[src/rtl/dma_xfer_sequencer.sv]
// Single-transfer engine for the I8237-style controller: arbitrates four DREQ lines,
// runs DACK + one memory cycle, then hands the new address/count back to the register file.
module dma_xfer_sequencer #(
    parameter int ADR_W = 24,
    parameter int CNT_W = 16
) (
    input  logic                 iClk,
    input  logic                 iRst,
    input  logic                 iEn,
    input  logic                 iRotate,
    input  logic [3:0]           iDreq,
    input  logic [3:0]           iMask,
    input  logic [7:0]           iDir,
    input  logic [3:0]           iDec,
    input  logic [4*ADR_W-1:0]   iAdrAll,
    input  logic [4*CNT_W-1:0]   iCntAll,
    output logic [3:0]           oDack,
    output logic                 oUpdStb,
    output logic [1:0]           oUpdCh,
    output logic [ADR_W-1:0]     oUpdAdr,
    output logic [CNT_W-1:0]     oUpdCnt,
    output logic [3:0]           oTc,
    output logic [ADR_W-1:0]     oMemAdr,
    output logic [1:0]           oMemRW,
    output logic [7:0]           oMemData,
    input  logic [7:0]           iMemData,
    input  logic                 iMemAck,
    input  logic [7:0]           iIoData,
    output logic [7:0]           oIoData,
    output logic                 oIoStb
);

    typedef enum logic [1:0] {
        ST_IDLE,
        ST_GRANT,
        ST_MEM,
        ST_UPDATE
    } state_t;

    localparam logic [1:0] DIR_DEV2MEM = 2'b01;
    localparam logic [1:0] DIR_MEM2DEV = 2'b10;

    state_t             state_q;
    state_t             state_d;
    logic [1:0]         ch_q;
    logic [ADR_W-1:0]   adr_q;
    logic [CNT_W-1:0]   cnt_q;
    logic [1:0]         dir_q;
    logic               dec_q;
    logic [1:0]         pri_hi_q;
    logic [7:0]         mem_data_q;
    logic [7:0]         io_data_q;
    logic               io_stb_q;

    logic [3:0]         req;
    logic [1:0]         base;
    logic [1:0]         idx;
    logic [1:0]         win_ch;
    logic               win_valid;
    logic [ADR_W-1:0]   adr_ch [4];
    logic [CNT_W-1:0]   cnt_ch [4];
    logic [1:0]         dir_ch [4];
    logic [15:0]        new_off;
    logic               in_upd;
    logic               is_mem_dir;

    always_comb begin
        for (int i = 0; i < 4; i++) begin
            adr_ch[i] = iAdrAll[i*ADR_W +: ADR_W];
            cnt_ch[i] = iCntAll[i*CNT_W +: CNT_W];
            dir_ch[i] = iDir[i*2 +: 2];
        end
    end

    // Scan starts at channel 0 (fixed) or at the rotation pointer; first requester wins.
    always_comb begin
        req       = iEn ? (iDreq & ~iMask) : 4'b0000;
        base      = iRotate ? pri_hi_q : 2'd0;
        idx       = 2'd0;
        win_ch    = 2'd0;
        win_valid = 1'b0;
        for (int i = 0; i < 4; i++) begin
            idx = base + 2'(i);
            if (!win_valid && req[idx]) begin
                win_valid = 1'b1;
                win_ch    = idx;
            end
        end
    end

    assign is_mem_dir = (dir_q == DIR_DEV2MEM) || (dir_q == DIR_MEM2DEV);

    always_comb begin
        state_d = state_q;
        case (state_q)
            ST_IDLE:   if (win_valid) state_d = ST_GRANT;
            ST_GRANT:  state_d = is_mem_dir ? ST_MEM : ST_UPDATE;
            ST_MEM:    if (iMemAck) state_d = ST_UPDATE;
            ST_UPDATE: state_d = ST_IDLE;
            default:   state_d = ST_IDLE;
        endcase
    end

    always_ff @(posedge iClk or posedge iRst) begin
        if (iRst) begin
            state_q    <= ST_IDLE;
            ch_q       <= 2'd0;
            adr_q      <= '0;
            cnt_q      <= '0;
            dir_q      <= 2'd0;
            dec_q      <= 1'b0;
            pri_hi_q   <= 2'd0;
            mem_data_q <= 8'h00;
            io_data_q  <= 8'h00;
            io_stb_q   <= 1'b0;
        end else begin
            state_q  <= state_d;
            io_stb_q <= 1'b0;
            case (state_q)
                ST_IDLE: begin
                    if (win_valid) begin
                        ch_q  <= win_ch;
                        adr_q <= adr_ch[win_ch];
                        cnt_q <= cnt_ch[win_ch];
                        dir_q <= dir_ch[win_ch];
                        dec_q <= iDec[win_ch];
                    end
                end
                ST_GRANT: begin
                    if (dir_q == DIR_DEV2MEM) mem_data_q <= iIoData;
                end
                ST_MEM: begin
                    if (iMemAck && dir_q == DIR_MEM2DEV) begin
                        io_data_q <= iMemData;
                        io_stb_q  <= 1'b1;
                    end
                end
                ST_UPDATE: begin
                    if (iRotate) pri_hi_q <= ch_q + 2'd1;
                end
                default: ;
            endcase
        end
    end

    // Only the 16-bit offset steps; the page byte above it is carried through untouched.
    assign new_off = dec_q ? (adr_q[15:0] - 16'd1) : (adr_q[15:0] + 16'd1);
    assign in_upd  = (state_q == ST_UPDATE);

    assign oDack    = (state_q != ST_IDLE) ? (4'b0001 << ch_q) : 4'b0000;
    assign oUpdStb  = in_upd;
    assign oUpdCh   = in_upd ? ch_q : 2'd0;
    assign oUpdAdr  = in_upd ? {adr_q[ADR_W-1:16], new_off} : '0;
    assign oUpdCnt  = in_upd ? (cnt_q - CNT_W'(1)) : '0;
    assign oTc      = (in_upd && cnt_q == '0) ? (4'b0001 << ch_q) : 4'b0000;
    assign oMemAdr  = (state_q == ST_MEM) ? adr_q : '0;
    assign oMemRW   = (state_q == ST_MEM) ? ((dir_q == DIR_DEV2MEM) ? 2'b01 : 2'b10) : 2'b00;
    assign oMemData = mem_data_q;
    assign oIoData  = io_data_q;
    assign oIoStb   = io_stb_q;

endmodule

[config.mk]
export PLATFORM = sky130hd
export DESIGN_NAME = dma_xfer_sequencer
export DESIGN_NICKNAME = d
export VERILOG_FILES = /design/src/rtl/dma_xfer_sequencer.sv
export SDC_FILE = /design/constraint.sdc
export NUM_CORES = 1
export LEC_CHECK = 0
export ABC_AREA = 1
export CORE_ASPECT_RATIO = 1.1
export CORE_MARGIN = 4
export CORE_UTILIZATION = 30
export CTS_CLUSTER_SIZE = 12
export DETAILED_ROUTE_END_ITERATION = 12
export PLACE_DENSITY = 0.72
export SYNTH_ARGS = -nofsm -noshare
export SYNTH_HDL_FRONTEND = slang
export SYNTH_SLANG_ARGS = --single-unit
[constraint.sdc]
create_clock -name iClk -period 3.8 [get_ports iClk]
set_input_delay 0.76 -clock iClk [delete_from_list [all_inputs] [get_ports iClk]]
set_output_delay 0.76 -clock iClk [all_outputs]
set_load 0.01 [all_outputs]
==> flow_summary_export.csv <==
group,metric,value,unit
pwr,p_comb_share,71.8,%
synthesis,ys_ff_latch,66,
critical_path,cp_max_fo,13,
global_routing,grt_max_degree,58,
die,rows,56,
sta,maxSlewHeadroom,42.2,%
synthesis,ys_seq_area_share,25.1,%
pwr,p_leak,0.00567,uW
clock_tree,clockBufferDepth,2,
synthesis,synthArstFlopShare,100,%
synthesis,syn_area,0.00658,mm^2
clock_tree,cts_inserted_buffers,9,
finish,seq_area,0.00165,mm^2
finish,fillerInstances,2263,
run,max-cap-violations,0,
finish,stdcell_count,1721,
sta,final_hold_viol_count,0,
clock_tree,cts_setup_buffers,0,
critical_path,slowest_stage,"clkdlybuf4s50_1",
clock_tree,clkLatencyLatePin,0.34,ns
status,status,"complete, no violations",
clock_tree,cts_tree,"yes",
clock_tree,clkSinkCount,66,
critical_path,worstSetupStartpointType,"register",
pwr,seq_power_share,17.3,%
worst_hold_path,hold_path_class,"reg2reg",
routing,routed_wl,24400,um
critical_path,cp.arrival,2.87,ns
global_routing,grt_use_total,19.4,%
sta,fin_crit,3.63,ns
synthesis,yosys-top-cells-area,"dfrtp_1 25%, nand2_1 21%, inv_1 15%, nand3_1 15%, ha_1 4.9%",
sta,slew_violations,0,
critical_path,worstPathCellList,"buf_4 > ha_1 > a21oi_2 > o21ai_0 > a31oi_1 > o41ai_2 > nand2_1 > nand2_1 > nor2_1 > clkdlybuf4s50_1",
die,die_h,163,um
global_routing,gr-total-overflow,0,
routing,post-route-drc-count,0,
die,die_area,0.0244,mm^2
synthesis,dominantRegCellSynth,"dfrtp_1",
synthesis,synth-edff-count,0,
die,ios,295,
sta,worstMarginPinSlew,0.863,ns
sta,clock.fmax,276,MHz
global_routing,grt_pass1_wl,38200,um
synthesis,synth.most_common_cell,"nand2_1",
critical_path,critPathMaxStageDelay,0.57,ns
routing,top_layer,"met5",
finish,layout-drive-gt1-share,4.62,%
pwr,swShare,51.2,%
clock_tree,cts_root_buf,"clkbuf_16",
clock_tree,cts_max_level,3,
worst_hold_path,holdPathStages,2,
routing,drtIter0Drc,361,
global_routing,first_global_vias,7508,
placed_design,dpl.cell_count,1704,
die,start_util,30.7,%
critical_path,cpMostUsedCell,"nand2_1",
synthesis,ys_warn_count,0,
routing,wl_met1,10200,um
sta,fin_skew,0.0123,ns
synthesis,synth_common_cells,"377 x nand2_1, 263 x inv_1, 197 x nand3_1",
synthesis,syn_inst,1149,
pwr,powerDensity,773,mW/mm^2
synthesis,yosysUniqueCellTypes,38,
pwr,total_power,7880,uW
routing,wl_per_cell,14.2,um
critical_path,end_kind,"primary output",
critical_path,r2r-start,"pri_hi_q[0]",
die,die_w,149,um
routing,wl_met2,12100,um
finish,nets,1653,
pwr,pwr-share-clk,10.9,%
worst_hold_path,hp-start,"oIoData[4]",
routing,routed_via_density,4.54,
die,core_area,0.0214,mm^2
critical_path,worstPathRequired,3.04,ns
critical_path,crit_start,"dec_q",
synthesis,synth.top_cell.area_share,25.1,%
pwr,internal-power,3850,uW
finish,areaGrowthSynthToFinish,55.0,%
synthesis,synth_nets,1377,
routing,drt-pass1-iter-count,5,
routing,vias,7811,
sta,period_share,95.4,%
synthesis,synth_top_area_cell,"dfrtp_1",
routing,wl_met3,1710,um
global_routing,antenna_found_initial,1,
pwr,p_switching,4030,uW
pwr,peakVddDrop,0.470,mV
placed_design,place_congestion,0.924,
placed_design,hpwl,19200,um
clock_tree,clkTransAtPathRegs,0.07,ns
synthesis,avgSynthCellArea,5.73,um^2
routing,final_antenna_net_count,0,
critical_path,ff2ff_path_depth,14,
finish,multi_input_comb_area,0.00375,mm^2
placed_design,portBuffers,294,
critical_path,critPathKind,"reg2out",
sta,setup_viol,0,
[cells by family (layout without fill, tap and decap cells)]
kind of cell / count (synthesis) / after routing / share of synthesized area, %
adder cells (fa/ha/maj): 27 / 27 / 5.25
AND/OR/NAND/NOR: 649 / 649 / 41.5
XOR/XNOR: 12 / 12 / 1.60
flip-flops: 66 / 66 / 25.1
buffers and inverters: 318 / 599 / 19.2
multiplexers: 9 / 9 / 1.54
AO/OA/AOI/OAI: 68 / 68 / 5.76
other: 0 / 1 / 0
[cell type report]
cell class              instances  area share [%]
diodes                          1          0.0245
clock buffers                   9            2.21
clock inverters                 7           0.748
inverters                     268            9.87
multi-input cells             765            36.7
flip-flops and latches         66            16.2
well taps                     290            3.56
repair buffers                315            30.7
[path summary, 6_finish.rpt]
check / end / slack [ns]
max: oUpdAdr[13] / 0.17
min: oIoData[4] / 0.49
max reg2reg: adr_q[15] / 1.27
min reg2reg: oIoData[4] / 0.49
max in group asynchronous: pri_hi_q[0] / 2.52
min in group asynchronous: oIoData[1] / 0.62
[sequential cells by signal (all words and copies together), names as in the netlist, 2 cells and up]
name and count:
adr_q 24, dir_q 2, ch_q 2, oMemData 8
state_q 2, pri_hi_q 2, oIoData 8, cnt_q 16
[power groups by stage]
| stage | Clock [uW] | Sequential, uW | Combinational [uW] |
|---|---|---|---|
| after floorplan | 0 | 1330 | 3590 |
| after global placement | 0 | 1350 | 5540 |
| after detailed placement | 0 | 1360 | 5610 |
| after CTS | 895 | 1360 | 5640 |
| after global routing | 917 | 1410 | 6350 |
| final | 858 | 1360 | 5660 |
[cells in the final DEF (no fill, tap or decap), types with 2 or more instances in the layout]
master           instances
dfrtp_1                 66
a21o_1                   3
a21oi_1                 25
nor2_4                   2
inv_6                    2
o21a_1                   3
o21ai_0                 20
buf_12                   2
nor4_1                   3
a31oi_1                  4
buf_4                   19
clkinvlp_4               2
o31ai_1                  2
nand2_4                  3
nor3_1                   6
nand2_1                376
inv_2                    3
clkbuf_16                9
clkinv_2                 2
inv_1                  262
clkdlybuf4s50_1        293
ha_1                    24
clkinv_1                 2
nand3_1                197
xnor2_1                  4
ha_4                     2
nor2_1                  56
a21oi_2                  2
mux2_2                   9
xor2_1                   8
o21ai_1                  2
[layer usage]
layer	global-route usage, %	up-vias
met5	0	-
met4	5.33	2
met3	4.02	32
met2	34.1	277
met1	24.0	3465
li1	-	4035
[metrics by stage]
stage	setup TNS [ns]	utilization, %	setup WS [ns]	cell area (um^2)	hold slack [ns]
floorplan	0	-	0.774	6580	0.449
global placement	0	45.9	0.312	9850	0.462
detailed placement	0	45.9	0.315	9850	0.472
CTS	0	47.3	0.0104	10100	0.490
global route	-0.00676	47.6	-0.00676	10200	0.514
finish	0	47.6	0.174	10200	0.491
[worst max-delay path: cells and delay by family (launching register included)]
family	cells	cell delay [ns]
AOI/OAI and AO/OA	4	0.71
DFF	1	0.43
and+or+nand+nor	3	0.21
buffers and inverters	2	0.80
adders and majority gates	1	0.39
[repair_timing]
item	CTS	global route
resized for setup	1	10
hold buffers	0	0
endpoints found under the hold margin	0	0
endpoints found under the setup margin	3	6
(Power assumes the default switching activity.)
==> edit 1: new RTL, same flow settings <==
`ADR_W`: 24 -> 48.
--- a/src/rtl/dma_xfer_sequencer.sv
+++ b/src/rtl/dma_xfer_sequencer.sv
@@ -3,3 +3,3 @@
 module dma_xfer_sequencer #(
-    parameter int ADR_W = 24,
+    parameter int ADR_W = 48,
     parameter int CNT_W = 16
Interface: changed (resized iAdrAll, oMemAdr and oUpdAdr); port bits go from 295 to 439. The function was not compared with the original's and may differ.
==> edit 1 against the original RTL <==
Wire length grew 57%. Sequential cell count grew 24. Worst setup slack lost 0.0039 ns. Hold slack lost 0.0045 ns. Design area grew 42%. Total power grew 44%. Final cell count grew 42%. Synthesized area grew 41%. Critical endpoint is now oUpdAdr[12]. Largest cell class unchanged.
==> edit 1: results (changes against the original RTL) <==
Run status
  – Outcome: finished, final reports clean

GRT
  – Largest net degree at the start of global routing: 93 (+60%)
  – Initial antenna violation count: 0 (-1)
  – Vias in the first global route: 11167 (+49%)
  – Total GRT Usage: 21.4% (+2.0 points)

Layout
  – # fillers: 3158 (+40%)
  – Regs by FF count: adr_q x48, cnt_q x16
  – Fin nets: 2345 (+42%)
  – Inverter count: 405 (+51%)
  – Clk tree area frac: 2.21% (-0.75 points)
  – Sequential cell count: 90 (+36%)
  – Share of layout cells above drive strength 1: 3.65% (-0.96 points)
  – Seq/total area: 15.5% (-0.67 points)
  – Multi-input gates: 1054 (+38%)

Routing
  – DR WL met3: 2510 microns (+46%)
  – DRT Wirelength: 38300 microns (+57%)
  – Drt initial violations: 843 (+130%)
  – Initial DRT Pass Iterations: 6 (+1)
  – Max layer used: met4

Placed design
  – Placer's final routability congestion estimate: 0.922 (-0.24%)
  – Port Buf Inserts: 438 (+49%)
  – Placed cell area: 14100 sq um (+44%)
  – Pre-CTS setup slack: 0.223 ns (-0.0921 ns)
  – DP Wirelength: 29200 microns (+52%)

Synth
  – Post-synthesis mux area share: 1.09% (-0.45 points)
  – Compound-cell area share of the yosys netlist: 4.18% (-1.6 points)
  – Seq/Total Area, Yosys: 24.2% (-0.90 points)
  – Unique masters post-synth: 41 (+7.9%)
  – Dominant cells by area after synthesis: dfrtp_1, nand2_1, inv_1
  – Adder-cell share of the synthesized area: 3.71% (-1.5 points)
  – Net Count, Synth: 1972 (+43%)
  – Synth Instances: 1648 (+43%)

Timing
  – Worst-margin pin slew: 0.792 ns (-0.0709 ns)
  – Post-Route Skew: 0.00866 ns (-0.00363 ns)
  – Fin crit share: 95.5% (+0.10 points)

Power
  – Internal: 5.45 mW (+42%)
  – Peak supply drop: 0.617 mV (+31%)

Clock network
  – Post-CTS sizing: 5 (+4)
  – Worst-Skew Late Latency: 0.36 ns (+0.02 ns)

Die
  – Die width: 176 microns (+18%)
edit 1: changes by cell type after synthesis, moves of 4 or more:
cell | before | now
inv_1 | 263 | 400
nand2_1 | 377 | 566
nand4_1 | 1 | 139
clkbuf_1 | 15 | 49
a21oi_1 | 27 | 31
nand3_1 | 197 | 155
buf_2 | 22 | 30
dfrtp_1 | 66 | 90
buf_1 | 5 | 10
edit 1: power groups by stage:
stage	clock, mW	sequential [mW]	combinational [mW]
after floorplan	0	1.78	5.27
after global placement	0	1.85	8.37
after detailed placement	0	1.87	8.47
after CTS	1.04	1.86	8.52
after global routing	1.08	1.94	9.41
final	1.00	1.87	8.48
edit 1: worst paths after layout:
check	from	to	depth (start not counted)
worst min-delay path	oIoData[4]	oIoData[4]	2
worst max-delay path	dec_q	oUpdAdr[12]	9
worst min register to register	oIoData[4]	oIoData[4]	2
min in group asynchronous	iRst	oIoData[0]	3
worst max register to register	pri_hi_q[0]	adr_q[9]	13
max in group asynchronous	iRst	dec_q	3
==> edit 2: new RTL, same flow settings <==
Made on the original files. Put a register stage on the output `oUpdCnt`, cleared by the reset. The value now appears one clock later. The other outputs are not delayed to match.
--- a/src/rtl/dma_xfer_sequencer.sv
+++ b/src/rtl/dma_xfer_sequencer.sv
@@ -153,3 +153,9 @@
     assign oUpdAdr  = in_upd ? {adr_q[ADR_W-1:16], new_off} : '0;
-    assign oUpdCnt  = in_upd ? (cnt_q - CNT_W'(1)) : '0;
+    always_ff @(posedge iClk or posedge iRst) begin
+        if (iRst) begin
+            oUpdCnt <= '0;
+        end else begin
+            oUpdCnt <= in_upd ? (cnt_q - CNT_W'(1)) : '0;
+        end
+    end
     assign oTc      = (in_upd && cnt_q == '0) ? (4'b0001 << ch_q) : 4'b0000;
Behaviour: not the same (Yosys sat finds a counterexample within 4 cycles, from zero or initial values and one cycle with iRst high).
==> edit 2 against the original RTL <==
Worst setup slack better by 0.074 ns. Total power rose by 8.0%. First-iteration DRC count is 33% higher. Final cell count rose by 1.5%. Hold slack got worse by 0.024 ns. Die area grew 7.4%. Fmax increased by 2.1%. Synthesized area rose by 7.9%. Sequential cell count grew 16. Global-route usage barely moved. Wire length up 5.5%. Design area rose by 5.2%. Register-to-register slack worse by 0.14 ns. Utilization decreased by 1.1 points. Highest routed layer is now met4.
==> edit 2: results (changes against the original RTL) <==
Placed design
  – Placer's final routability congestion estimate: 0.827 (-11%)
  – DP Wirelength: 20400 microns (+5.8%)
  – Placed cell area: 10400 sq um (+5.6%)

Power
  – Seq. pwr: 1.64 mW (+21%)
  – NetSw: 4.32 mW (+7.0%)
  – Leak: 5.86 nW (+3.3%)
  – Peak supply drop: 0.468 mV (-0.33%)
  – Comb group: 5.99 mW (+5.8%)

Timing
  – Post-Route Skew: 0.00705 ns (-0.00525 ns)
  – Worst slew margin: 31.4% (-11 points)
  – Hold WS: 0.467 ns (-0.0239 ns)

Setup path
  – FF-to-FF path depth: 13 (-1)
  – Reg2reg end: adr_q[18]
  – CP arrival: 2.79 ns (-0.08 ns)
  – Crit. Startpoint: dec_q
  – Worst R2R Setup Slack: 1.13 ns (-0.14 ns)

Routing
  – DR WL met3: 1810 microns (+5.4%)
  – Via density: 4.70 (+3.6%)
  – Drt initial violations: 481 (+33%)
  – Met1 WL: 10900 microns (+7.5%)
  – DRT Wirelength: 25800 microns (+5.5%)
  – Max layer used: met4
  – Met2 Wirelength: 12400 microns (+2.5%)

GRT
  – Total GRT Usage: 19.4% (about the same)
  – Vias in the first global route: 8131 (+8.3%)
  – Global-route wire length before repair: 41200 microns (+7.9%)
  – GRT met3 Usage: 3.85% (-0.17 points)
  – Met2 GRT Util: 33.1% (-1.0 points)
  – Grt met1 use: 24.6% (+0.62 points)
  – Largest net degree at the start of global routing: 87 (+50%)

Worst hold path
  – Hold Startpoint: cnt_q[0]
  – Hold Crit Endpoint: oUpdCnt[0]

Synth
  – Dominant cells by area after synthesis: dfrtp_1, nand2_1, inv_1
  – Unique masters post-synth: 39 (+2.6%)
  – Synth top cells by count: nand2_1, inv_1, nand3_1
  – Seq/Total Area, Yosys: 28.9% (+3.8 points)

Layout
  – Multi-input gate area: 3820 sq um (+1.9%)
  – Regs by FF count: adr_q x24, cnt_q x16, oUpdCnt x16
  – Final std cells w/o fill: 1747 (+1.5%)

Run status
  – Outcome: finished, final reports clean

Clock network
  – Post-CTS sizing: 2 (+1)
  – TritonCTS Buffers: 9 (unchanged)
  – H-tree Lvls: 3 (unchanged)
==> edit 2: cell types whose count changed after synthesis, moves of 3 or more <==
cell,before,now
a21oi_1,27,34
inv_1,263,254
nand4_1,1,90
a31oi_1,4,1
dfrtp_1,66,82
buf_1,5,9
xor2_1,8,5
nand3_1,197,108
buf_2,22,29
==> edit 2: cell type report <==
cell class	instances	area share, %
Antenna cell	1	0.0233
Clock buffer	9	2.10
Multi-Input combinational cell	765	35.6
Sequential cell	82	19.1
Clock inverter	7	0.642
Inverter	262	9.18
Timing Repair Buffer	321	29.8
Tap cell	300	3.50
==> edit 2: cell families (layout without fill, tap and decap cells) <==
| kind of cell | count (synthesis) | in the layout | share of synthesized area (%) |
|---|---|---|---|
| other cells | 0 | 1 | 0 |
| buf+inv | 322 | 599 | 18.1 |
| flops | 82 | 82 | 28.9 |
| xor+xnor | 9 | 9 | 1.11 |
| simple gates | 651 | 651 | 40.3 |
| fa+ha+maj | 27 | 27 | 4.86 |
| mux | 9 | 9 | 1.43 |
| compound gates | 69 | 69 | 5.34 |
==> edit 2: critical path: stages, from the launching register on <==
cell and delay (ns):
dfrtp_2 0.46, ha_1 0.29, nand2_1 0.05, nand2_1 0.06
o21ai_0 0.12, o21ai_1 0.21, inv_1 0.09, o21ai_1 0.17
buf_4 0.14, nand4_1 0.10, nand3_1 0.09, nand2_1 0.05
nor2_1 0.08, clkdlybuf4s50_1 0.54
==> edit 2: worst max-delay path by stage <==
stage,endpoint,slack (ns)
2_1_floorplan,oUpdAdr[9],0.77
3_3_place_gp,adr_q[18],0.28
3_5_place_dp,adr_q[18],0.20
4_1_cts,oUpdAdr[9],0.03
5_1_grt,oUpdAdr[9],0.009
6_report,oUpdAdr[15],0.25
